File: src/rtl/fpa_rr_arbiter_pkg.sv
// fpa_rr_arbiter_pkg: shared state encodings, status codes and widths for the FPA arbiter
package fpa_rr_arbiter_pkg;
  localparam int FP_DW = 32;
  typedef enum logic [1:0] {
    S_IDLE  = 2'd0,
    S_ISSUE = 2'd1,
    S_WAIT  = 2'd2,
    S_RESP  = 2'd3
  } state_e;
  typedef enum logic [1:0] {
    ST_OK  = 2'b00,
    ST_EXC = 2'b01,
    ST_TMO = 2'b10
  } status_e;
endpackage

File: src/rtl/fpa_rr_arbiter_rr_pick.sv
// fpa_rr_arbiter_rr_pick: first set request at or above ptr, wrapping, as one-hot plus index
module fpa_rr_arbiter_rr_pick
  import fpa_rr_arbiter_pkg::*;
#(
  parameter int NREQ = 4,
  parameter int IW   = 2
) (
  input  logic [NREQ-1:0] req,
  input  logic [IW-1:0]   ptr,
  output logic [NREQ-1:0] grant,
  output logic [IW-1:0]   idx,
  output logic            any
);
  // scan NREQ positions starting at ptr; the first hit wins
  always_comb begin
    grant = '0;
    idx   = '0;
    any   = 1'b0;
    for (int k = 0; k < NREQ; k++) begin
      if (!any && req[(int'(ptr) + k) % NREQ]) begin
        grant[(int'(ptr) + k) % NREQ] = 1'b1;
        idx = IW'((int'(ptr) + k) % NREQ);
        any = 1'b1;
      end
    end
  end
endmodule

File: src/rtl/fpa_rr_arbiter.sv
// fpa_rr_arbiter: round-robin sharing of one floating-point adder among NREQ requesters
module fpa_rr_arbiter
  import fpa_rr_arbiter_pkg::*;
#(
  parameter int NREQ    = 4,
  parameter int DW      = FP_DW,
  parameter int TIMEOUT = 64
) (
  input  logic                 clk,
  input  logic                 clr,
  input  logic [NREQ-1:0]      req_valid,
  input  logic [NREQ*DW-1:0]   req_a,
  input  logic [NREQ*DW-1:0]   req_b,
  output logic [NREQ-1:0]      req_ready,
  output logic                 fpa_start,
  output logic [DW-1:0]        fpa_a,
  output logic [DW-1:0]        fpa_b,
  input  logic                 fpa_done,
  input  logic                 fpa_except,
  input  logic [DW-1:0]        fpa_result,
  output logic [NREQ-1:0]      rsp_valid,
  output logic [DW-1:0]        rsp_data,
  output logic [1:0]           rsp_status,
  output logic                 busy
);
  localparam int IW = $clog2(NREQ);
  localparam int CW = $clog2(TIMEOUT + 1);
  state_e          state_q, state_d;
  status_e         rsp_status_q, rsp_status_d;
  logic [IW-1:0]   rr_ptr_q, rr_ptr_d, owner_q, owner_d, win;
  logic [CW-1:0]   cnt_q, cnt_d;
  logic [DW-1:0]   fpa_a_q, fpa_a_d, fpa_b_q, fpa_b_d, rsp_data_q, rsp_data_d;
  logic [NREQ-1:0] rsp_valid_q, rsp_valid_d, grant;
  logic            fpa_start_q, fpa_start_d, any;
  fpa_rr_arbiter_rr_pick #(.NREQ(NREQ), .IW(IW)) u_pick (
    .req   (req_valid),
    .ptr   (rr_ptr_q),
    .grant (grant),
    .idx   (win),
    .any   (any)
  );
  // grant is offered only while idle, and never while reset is held
  assign req_ready  = (state_q == S_IDLE && !clr) ? grant : '0;
  assign fpa_start  = fpa_start_q;
  assign fpa_a      = fpa_a_q;
  assign fpa_b      = fpa_b_q;
  assign rsp_valid  = rsp_valid_q;
  assign rsp_data   = rsp_data_q;
  assign rsp_status = rsp_status_q;
  assign busy       = state_q != S_IDLE;
  // next-state: accept, pulse start, wait for done/except/timeout, strobe the owner
  always_comb begin
    state_d      = state_q;
    rr_ptr_d     = rr_ptr_q;
    owner_d      = owner_q;
    cnt_d        = cnt_q;
    fpa_a_d      = fpa_a_q;
    fpa_b_d      = fpa_b_q;
    fpa_start_d  = 1'b0;
    rsp_valid_d  = '0;
    rsp_data_d   = '0;
    rsp_status_d = ST_OK;
    unique case (state_q)
      S_IDLE: if (any) begin
        state_d     = S_ISSUE;
        owner_d     = win;
        rr_ptr_d    = (win == IW'(NREQ - 1)) ? '0 : win + 1'b1;
        fpa_a_d     = req_a[win*DW +: DW];
        fpa_b_d     = req_b[win*DW +: DW];
        fpa_start_d = 1'b1;
      end
      S_ISSUE: begin
        state_d = S_WAIT;
        cnt_d   = '0;
      end
      S_WAIT: begin
        cnt_d = (cnt_q == '1) ? cnt_q : cnt_q + 1'b1;
        if (fpa_except || fpa_done || cnt_q == CW'(TIMEOUT - 1)) begin
          state_d      = S_RESP;
          rsp_valid_d  = NREQ'(1) << owner_q;
          rsp_data_d   = (!fpa_except && fpa_done) ? fpa_result : '0;
          rsp_status_d = fpa_except ? ST_EXC : (fpa_done ? ST_OK : ST_TMO);
        end
      end
      S_RESP: state_d = S_IDLE;
    endcase
  end
  // state and registered outputs; reset drops any in-flight operation silently
  always_ff @(posedge clk or posedge clr) begin
    if (clr) begin
      state_q      <= S_IDLE;
      rr_ptr_q     <= '0;
      owner_q      <= '0;
      cnt_q        <= '0;
      fpa_a_q      <= '0;
      fpa_b_q      <= '0;
      fpa_start_q  <= 1'b0;
      rsp_valid_q  <= '0;
      rsp_data_q   <= '0;
      rsp_status_q <= ST_OK;
    end else begin
      state_q      <= state_d;
      rr_ptr_q     <= rr_ptr_d;
      owner_q      <= owner_d;
      cnt_q        <= cnt_d;
      fpa_a_q      <= fpa_a_d;
      fpa_b_q      <= fpa_b_d;
      fpa_start_q  <= fpa_start_d;
      rsp_valid_q  <= rsp_valid_d;
      rsp_data_q   <= rsp_data_d;
      rsp_status_q <= rsp_status_d;
    end
  end
endmodule
File: config.mk
export PLATFORM = sky130hd
export DESIGN_NAME = fpa_rr_arbiter
export DESIGN_NICKNAME = d
export VERILOG_FILES = /design/src/rtl/fpa_rr_arbiter_pkg.sv /design/src/rtl/fpa_rr_arbiter_rr_pick.sv /design/src/rtl/fpa_rr_arbiter.sv
export SDC_FILE = /design/constraint.sdc
export NUM_CORES = 1
export LEC_CHECK = 0
export ABC_AREA = 1
export CAP_MARGIN = 20
export CORE_AREA = 3 3 154 156
export CTS_CLUSTER_SIZE = 25
export DETAILED_ROUTE_END_ITERATION = 10
export DIE_AREA = 0 0 157 159
export GPL_ROUTABILITY_DRIVEN = 0
export PLACE_DENSITY = 0.67
export SLEW_MARGIN = 40
export SYNTH_ARGS = -nofsm -noshare
export SYNTH_HDL_FRONTEND = slang
export SYNTH_HIERARCHICAL = 1
export SYNTH_SLANG_ARGS = --single-unit
File: constraint.sdc
create_clock -name clk -period 6.7 [get_ports clk]
set_clock_uncertainty 0.1 [all_clocks]
set_input_delay 1.34 -clock clk [delete_from_list [all_inputs] [get_ports clk]]
set_output_delay 1.34 -clock clk [all_outputs]
set_load 0.01 [all_outputs]
After elaboration in Yosys (flattened, before gate mapping) --
Index checks and enable logic that the tools add are counted. Widths: inputs -> output; s select.
Storage, ports and cells: logic and storage cells 115, output and inout port bits 108, register bits 116, bits of input ports 296
Cells by class: shifts and indexed selects 3, reduce and logical (&&, ||, !) cells 25, equality and inequality tests 9, bitwise logic cells 6, multiplexer cells 49, add/subtract/negate cells 5, $lt $le $gt $ge 8
Operators with widths (number):
- $shiftx 128x8->32 | 2
- $mux 32 | 3
- $mux 4 | 7
- $mux 2 | 11
- $mux 1 | 17
- $pmux 7 s2 | 1
- $lt 3x4->1 const B | 3
- $or 4x4->4 | 3
- $ge 3x1->1 const B | 3
- $logic_and 1x1->1 | 9
- $bmux 1 s2 | 4
- $demux 1 s2 | 4
- $pmux 2 s4 | 1
- $add 7x1->7 const B | 1
- $eq 7x6->1 const B | 1
- $eq 7x7->1 const B | 1
- $mux 7 | 1
- $eq 2x2->1 const B | 3
- $ne 2x2->1 const B | 3
- $reduce_and 2->1 | 3
- $reduce_or 2->1 | 3
- $logic_not 1->1 | 5
- $add 2x1->2 const B | 2
- $add 2x2->2 const B | 2
- 8 further kinds | 12

Longest topological paths before layout --
Gate-level depths: netlist (run 1).
word-level depth 16, gate-level depth with buffers 17

By module --
The synthesis (run 1) kept the hierarchy.
By module, submodules not included:
- fpa_rr_arbiter | sequential area each 2902.8 um^2, instances 1, cells each 795, area an instance 6456.2 um^2
- fpa_rr_arbiter_rr_pick | sequential area each 0.0 um^2, instances 1, cells each 74, area an instance 440.4 um^2

Worst setup path before layout (run 1) --
Ideal clock, no wire load.
path kind input to output, start input port clr, end output port req_ready[0], data arrival time 4.441 ns, path slack 0.819 ns, cell stages on the path 3, cell sequence inv_1 nand2_1 nor2_1
On the way: longest elaborated chain between the ends 3
RTL lines:
- from (decl) | RTL line fpa_rr_arbiter.sv:10 | input logic clr,
- $logic_not 1->1 (no source line)
- $logic_and 1x1->1 | RTL line fpa_rr_arbiter.sv:43 | assign req_ready = (state_q == S_IDLE && !clr) ? grant : '0;
- $mux 4 | RTL line fpa_rr_arbiter.sv:43
- to (decl) | RTL line fpa_rr_arbiter.sv:14 | output logic [NREQ-1:0] req_ready,
Every way passes these cells.

Worst setup path in the final report (run 1) --
start input port req_valid[3], end output port req_ready[1]
On the way: longest elaborated chain between the ends 13, elaborated cells between the ends (all ways) 28, classes of those cells mux (19); bitwise (3); reduce/logical (6)
RTL lines:
- from (decl) | RTL line fpa_rr_arbiter.sv:11 | input logic [NREQ-1:0] req_valid,
- $bmux 1 s2 | RTL line fpa_rr_arbiter_rr_pick.sv:20 | if (!any && req[(int'(ptr) + k) % NREQ]) begin
- $mux 1 (not written as such) | RTL line fpa_rr_arbiter_rr_pick.sv:20
- $mux 1 | RTL line fpa_rr_arbiter_rr_pick.sv:20
- $logic_not 1->1 | RTL line fpa_rr_arbiter_rr_pick.sv:20
- $logic_and 1x1->1 | RTL line fpa_rr_arbiter_rr_pick.sv:20
- $mux 1 | RTL line fpa_rr_arbiter_rr_pick.sv:20
- $logic_not 1->1 | RTL line fpa_rr_arbiter_rr_pick.sv:20
- $logic_and 1x1->1 | RTL line fpa_rr_arbiter_rr_pick.sv:20
- $mux 1 | RTL line fpa_rr_arbiter_rr_pick.sv:20
- $logic_not 1->1 | RTL line fpa_rr_arbiter_rr_pick.sv:20
- $logic_and 1x1->1 | RTL line fpa_rr_arbiter_rr_pick.sv:20
- $mux 4 * | RTL line fpa_rr_arbiter_rr_pick.sv:20
- named net grant[1] | RTL line fpa_rr_arbiter.sv:33 | logic [NREQ-1:0] rsp_valid_q, rsp_valid_d, grant;
- $mux 4 * | RTL line fpa_rr_arbiter.sv:43
Mark *: on every way through the listed nets, which the timed path passes. The rest lies on a longest branch. The select of a mux whose other input is x is not followed.

==> metrics.cfg, run 1 <==
[routing]
route.met2.wl_um = 13730
met3WireLength_um = 2141
ant_nets = 0
highest_layer = met5
firstDrtPassIters = 5
drc_errors = 0
wl_um = 27170
num_vias = 7339
drt_iter0_markers = 305
via_per_inst = 4.759
met1Wirelength_um = 10780
wl_per_cell_um = 17.62

[critical_path]
required_ps = 5260
worstPathMaxFanout = 7
cp.arrival_ps = 3390
ff2ff_setup_slack_ps = 2830
crit_path_start_kind = input pin
r2r-end = fpa_b[7]
timing.rr.start = rr_ptr_q[0]
crit_type = in -> out
reg2reg_depth = 11
setup.worst_path.end_class = output port
crit_path_start = req_valid[3]

[global_routing]
grt_pass1_vias = 7326
grt_overflow = 0
grt_pass1_wl_um = 40640
grt.total_usage_pct = 20.91
grt_max_degree = 88
antenna_found_initial = 3

[die]
start_util_pct = 30.65
ios = 404
num_rows = 55
core-area_um2 = 22500
die_w_um = 157
die_area_um2 = 24960
die_h_um = 159

[status]
status = completed

[hold_path]
hold_class = reg -> reg
hp-start = fpa_b[22]
whs_endpoint = fpa_b[22]
holdPathStages = 2

[logic_synthesis]
yosys.area.top_type_share_pct = 42.09
synth_top_area_cell = dfrtp_1
async_reset_ff_share_pct = 100.0
yosys-top-cells-area = dfrtp_1, nand2_1, nor2_1
synth_edf_count = 0
synth_top_family_by_area = simple AND/OR/NAND/NOR gates
synthMuxAreaShare_pct = 0
synth_xor_xnor_area_share_pct = 0.3810
avgSynthCellArea_um2 = 7.936
yosysWarnings = 6
synth-simple-area-share_pct = 26.90
syn_nets = 1176
yosys.area_share.adder_pct = 1.996
yosysUniqueCellTypes = 35
synth_cells = 869
synth-seq-area-share_pct = 42.09
ys_ff_latch = 116
ys.flop_type = dfrtp_1
netlist_area_um2 = 6897
synth_compound_area_share_pct = 20.45

[sta]
min_period_ps = 4829
setup_viol = 0
rsz0062_at_grt = no
finalHoldViolations = 0
timing.fmax_mhz = 207.1
timing.final.crit_share_pct = 72.08
relSlewSlack_pct = 46.45
fin_tns_setup_ps = 0
tightestPinTransition_ps = 803.2
slew_viol_final = 0

[clock_tree]
cts.path.max_buffers = 2
insertion_delay_ps = 410
clock_sinks = 116
htree_levels = 4
hold_buffers = 0
post_cts_buffers = 0
cts_root_buf = clkbuf_16
clk_pin_slew_ps = 60
cts_tree = built
cts-resized-gates = 0
cts_buffers = 17

[layout]
instances_no_fill = 1542
drive_above_1_share_pct = 9.482
synthToLayoutAreaGrowth_pct = 69.18
nFillCells = 2152
nNetsFinal = 1549
final_core_util_pct = 51.85

[pwr]
p_leak_nw = 5.066
finalPower_w = 0.005884
irDropWorstVdd_mv = 0.3061
power_density_nw_per_um2 = 504.3

[place]
place_inst = 1508
port_buffers = 403
detailed_place_hpwl_um = 20320

[run]
maxCapViolCount = 0

-- final cells by class --
class                      instances  area (µm²)  share of cell area [%]
sequential                       116        2903                   24.88
tap                              285       356.6                   3.056
multi-input combinational        638        3457                   29.63
inverter                          60       230.2                   1.973
clock inverter                    15       195.2                   1.673
antenna                            2       5.005                 0.04290
timing repair buffer             409        4095                   35.10
clock buffer                      17       425.4                   3.646
-- routing by layer --
layer  track usage (%)  vias up
li1                  -     3616
met5                 0        -
met2             37.12      289
met4             6.446        2
met3             5.926       30
met1             24.14     3402
-- critical path, cell delays in order --
cell	delay (ps)
clkdlybuf4s50_1	440
inv_1	70
nand2_1	90
nand3_4	150
nand2_4	70
nor2_1	300
a21oi_1	120
nand3_1	100
inv_1	40
nor2_1	110
clkdlybuf4s50_1	560
-- synthesized netlist by cell type (2+ instances only) --
library cell,number
nand2_1,159
nor2_1,124
dfrtp_1,116
o21ai_0,62
o21ai_1,60
inv_1,55
o211ai_1,48
or2_1,47
or2_2,30
nand3_1,28
o211ai_2,28
clkbuf_1,19
buf_2,15
buf_6,13
ha_1,11
nand2_2,8
a21oi_1,7
nand4_1,7
inv_2,5
a21boi_0,4
clkbuf_2,4
buf_4,3
nor3_1,3
xor2_1,2
-- power breakdown --
group	leakage [nW]	switching (W)	internal [W]
registers	1.49	0.000150	0.000969
logic	3.27	0.00229	0.00151
clock network	0.303	0.000367	0.000596
total	5.07	0.00281	0.00307
-- worst max path at each step --
stage                   end  slack, ps  cells after the start
2_1_floorplan  req_ready[0]        820                      3
3_3_place_gp     owner_q[1]       1780                     11
3_5_place_dp   req_ready[0]       1880                     11
4_1_cts        req_ready[0]       1880                     11
5_1_grt        req_ready[0]       1680                     11
6_report       req_ready[1]       1870                     11
-- kinds of logic (layout without fill, tap and decap cells) --
kind of cell / count (synthesis) / after routing
buffers and inverters: 115 / 501
other: 0 / 2
flip-flops: 116 / 116
XOR/XNOR: 3 / 3
AO/OA/AOI/OAI: 212 / 212
adder cells (fa/ha/maj): 11 / 11
AND/OR/NAND/NOR: 412 / 412
-- stage by stage --
stage | hold slack (ps) | cell area [µm²] | setup slack [ps]
floorplan | 367.0 | 6897 | 818.7
global placement | 362.3 | 11030 | 1777
detailed placement | 365.6 | 11040 | 1876
CTS | 381.8 | 11660 | 1876
global route | 396.3 | 11670 | 1681
finish | 377.6 | 11670 | 1871
-- registers in the layout, indices dropped and copies added (netlist names) --
| name | cells |
|---|---|
| rsp_status | 2 |
| cnt_q | 7 |
| rsp_data | 32 |
| state_q | 2 |
| fpa_start | 1 |
| fpa_a | 32 |
| rsp_valid | 4 |
| fpa_b | 32 |
| owner_q | 2 |
| rr_ptr_q | 2 |
-- layout by cell type (no fill, tap or decap), types with 28 or more instances in the layout --
| master | n |
|---|---|
| clkdlybuf4s50_1 | 403 |
| nand2_1 | 157 |
| nor2_1 | 124 |
| dfrtp_1 | 116 |
| o21ai_0 | 62 |
| o21ai_1 | 60 |
| inv_1 | 54 |
| o211ai_1 | 48 |
| or2_1 | 47 |
| or2_2 | 30 |
| o211ai_2 | 28 |
Power figures use the tool's default switching activity.
==> run 2, diff against run 1 <==
--- a/config.mk
+++ b/config.mk
@@ -7,10 +7,10 @@
 export LEC_CHECK = 0
 export ABC_AREA = 1
 export CAP_MARGIN = 20
-export CORE_AREA = 3 3 154 156
+export CORE_AREA = 3 3 158 160
 export CTS_CLUSTER_SIZE = 25
 export DETAILED_ROUTE_END_ITERATION = 10
-export DIE_AREA = 0 0 157 159
+export DIE_AREA = 0 0 161 163
 export GPL_ROUTABILITY_DRIVEN = 0
 export PLACE_DENSITY = 0.67
 export SLEW_MARGIN = 40
==> constraint.sdc (replaced) <==
create_clock -name clk -period 4.4 [get_ports clk]
set_clock_uncertainty 0.1 [all_clocks]
set_input_delay 0.88 -clock clk [delete_from_list [all_inputs] [get_ports clk]]
set_output_delay 0.88 -clock clk [all_outputs]
set_load 0.01 [all_outputs]
==> run 2 against run 1 <==
Via count shrank 0.38%. Core utilization shrank 2.0 points. Clock power grew 48%. Routed wire length shrank 3.0%. Sequential power grew 52%. First-iteration DRC count grew 9.5%. Hold slack lost 2.5 ps. Final cell count grew 2.3%. Clock-buffer cell count grew 2. Register-to-register slack lost 1800 ps. Largest cell class unchanged.
==> metrics.cfg, run 2 (synthesis results as in run 1) <==
[status]
status = completed

[critical_path]
timing.rr.start = rr_ptr_q[0]
crit_path_start_kind = flop
setup.worst_path.end_class = output port
required_ps = 3420  ; -1840 ps
ff2ff_setup_slack_ps = 1080  ; -1750 ps
crit_type = reg -> out
worstPathMaxFanout = 10  ; +3
cp.arrival_ps = 3060  ; -330 ps
r2r-end = fpa_b[2]
reg2reg_depth = 13  ; +2

[global_routing]
grt_max_degree = 84  ; -4.5%
use_met1_pct = 22.44  ; -1.7 points
grt.busiest_layer = met2
grt_overflow = 0  ; unchanged
use_met2_pct = 34.53  ; -2.6 points
gr-usage-met3_pct = 5.646  ; -0.28 points
antenna_found_initial = 1  ; -2
grt_pass1_vias = 7218  ; -1.5%
grt_pass1_wl_um = 39900  ; -1.8%
grt.total_usage_pct = 19.33  ; -1.6 points

[clock_tree]
hold_buffers = 0  ; unchanged
cts-resized-gates = 0  ; unchanged
clk_pin_slew_ps = 60  ; about the same
cts_root_buf = clkbuf_16
clock_sinks = 116  ; unchanged
cts_tree = built
post_cts_buffers = 0  ; unchanged
htree_levels = 4  ; unchanged
insertion_delay_ps = 400  ; about the same
cts.path.max_buffers = 2  ; unchanged
cts_buffers = 17  ; unchanged

[pwr]
irDropWorstVdd_mv = 0.5364  ; +75%
p_leak_nw = 5.067  ; about the same
power_density_nw_per_um2 = 768.8  ; +52%

[sta]
rsz0062_at_grt = no
min_period_ps = 4044
fin_tns_setup_ps = 0  ; unchanged
setup_viol = 0  ; unchanged
timing.final.crit_share_pct = 91.91
timing.fmax_mhz = 247.3
relSlewSlack_pct = 45.79  ; -0.66 points
tightestPinTransition_ps = 813.2  ; +9.967 ps
slew_viol_final = 0  ; unchanged
finalHoldViolations = 0  ; unchanged

[hold_path]
hp-start = fpa_a[1]
holdPathStages = 2  ; unchanged
whs_endpoint = fpa_a[1]
hold_class = reg -> reg

[routing]
drc_errors = 0  ; unchanged
ant_nets = 0  ; unchanged
firstDrtPassIters = 4  ; -1
num_vias = 7311  ; -0.38%
drt_iter0_markers = 334  ; +9.5%
via_per_inst = 4.633  ; -2.7%
wl_per_cell_um = 16.69  ; -5.3%
wl_um = 26340  ; -3.0%

[layout]
layout_commonest_cell = clkdlybuf4s50_1
final_cell_mix = clkdlybuf4s50_1, nand2_1, nor2_1, dfrtp_1, o21ai_0
drive_above_1_share_pct = 9.618  ; +0.14 points
fin_area_um2 = 11750  ; +0.67%
nNetsFinal = 1552  ; +0.19%
synthToLayoutAreaGrowth_pct = 70.30

[die]
die_area_um2 = 26240  ; +5.1%
die_w_um = 161  ; +2.5%
num_rows = 56  ; +1.8%
die_h_um = 163  ; +2.5%
core-area_um2 = 23540  ; +4.6%
ios = 404  ; unchanged
start_util_pct = 29.29  ; -1.4 points

[place]
detailed_place_hpwl_um = 19750  ; -2.8%
placed_area_um2 = 11140  ; +0.90%
port_buffers = 403  ; unchanged

[run]
maxCapViolCount = 0  ; unchanged

## run 2: cell types whose count changed in the layout (fill, tap and decap cells not counted), moves of 2 or more
cell        change
inv_6           -4
clkinvlp_4      +3
clkinv_2        +3
buf_12          +3
inv_8           -2
## run 2: worst max-delay path by stage
| stage | endpoint | slack [ps] | start | cells after the start |
|---|---|---|---|---|
| floorplan | req_ready[0] | 400 | clr | 3 |
| global placement | req_ready[3] | 560 | req_valid[3] | 11 |
| detailed placement | req_ready[0] | 530 | req_valid[1] | 11 |
| CTS | req_ready[0] | 340 | rr_ptr_q[0] | 11 |
| global route | req_ready[0] | 40 | rr_ptr_q[0] | 11 |
| finish | req_ready[0] | 360 | rr_ptr_q[0] | 11 |
## run 2: layer usage
layer / wire [µm] / share of wire, %
met3: 2024 / 7.7
met5: 0 / 0
met4: 431 / 1.6
met2: 13390 / 51
met1: 10500 / 40
## run 2: area by class of cell
cell class / count / area (µm²)
Antenna cell: 1 / 2.502
Clock buffer: 19 / 442.9
Clock inverter: 13 / 158.9
Fill cell: 2279 / 11800
Inverter: 60 / 231.5
Multi-Input combinational cell: 638 / 3452
Sequential cell: 116 / 2903
Tap cell: 319 / 399.1
Timing Repair Buffer: 412 / 4155
## run 2: power by group
| group | leakage, nW | switching (W) | total [W] | internal [W] |
|---|---|---|---|---|
| logic | 3.29 | 0.00349 | 0.00590 | 0.00241 |
| registers | 1.49 | 0.000225 | 0.00170 | 0.00148 |
| clock network | 0.289 | 0.000521 | 0.00143 | 0.000904 |
| total | 5.07 | 0.00424 | 0.00903 | 0.00479 |
## run 2: through the flow
stage	worst slack, ps	instances	hold slack (ps)	util [%]	total power (W)
after CTS	341.3	1577	379.8	49.88	0.009125
after detailed placement	525.2	1545	363.9	47.32	0.007655
after global placement	564.7	1545	362.5	47.29	0.007603
final	356.1	1578	375.0	49.89	0.009029
after global routing	44.74	1578	389.9	49.89	0.009821
after floorplan	401.6	869	367.0	-	0.005773
## run 2: critical path, stage by stage (launching register included)
cell             delay [ps]
dfrtp_1                 530
inv_2                   190
ha_1                    440
inv_1                   130
nand3_1                 100
nand2_1                  50
nor2_1                  290
a21oi_1                 150
nand3_1                 110
inv_1                    40
nor2_1                   90
clkdlybuf4s50_1         540
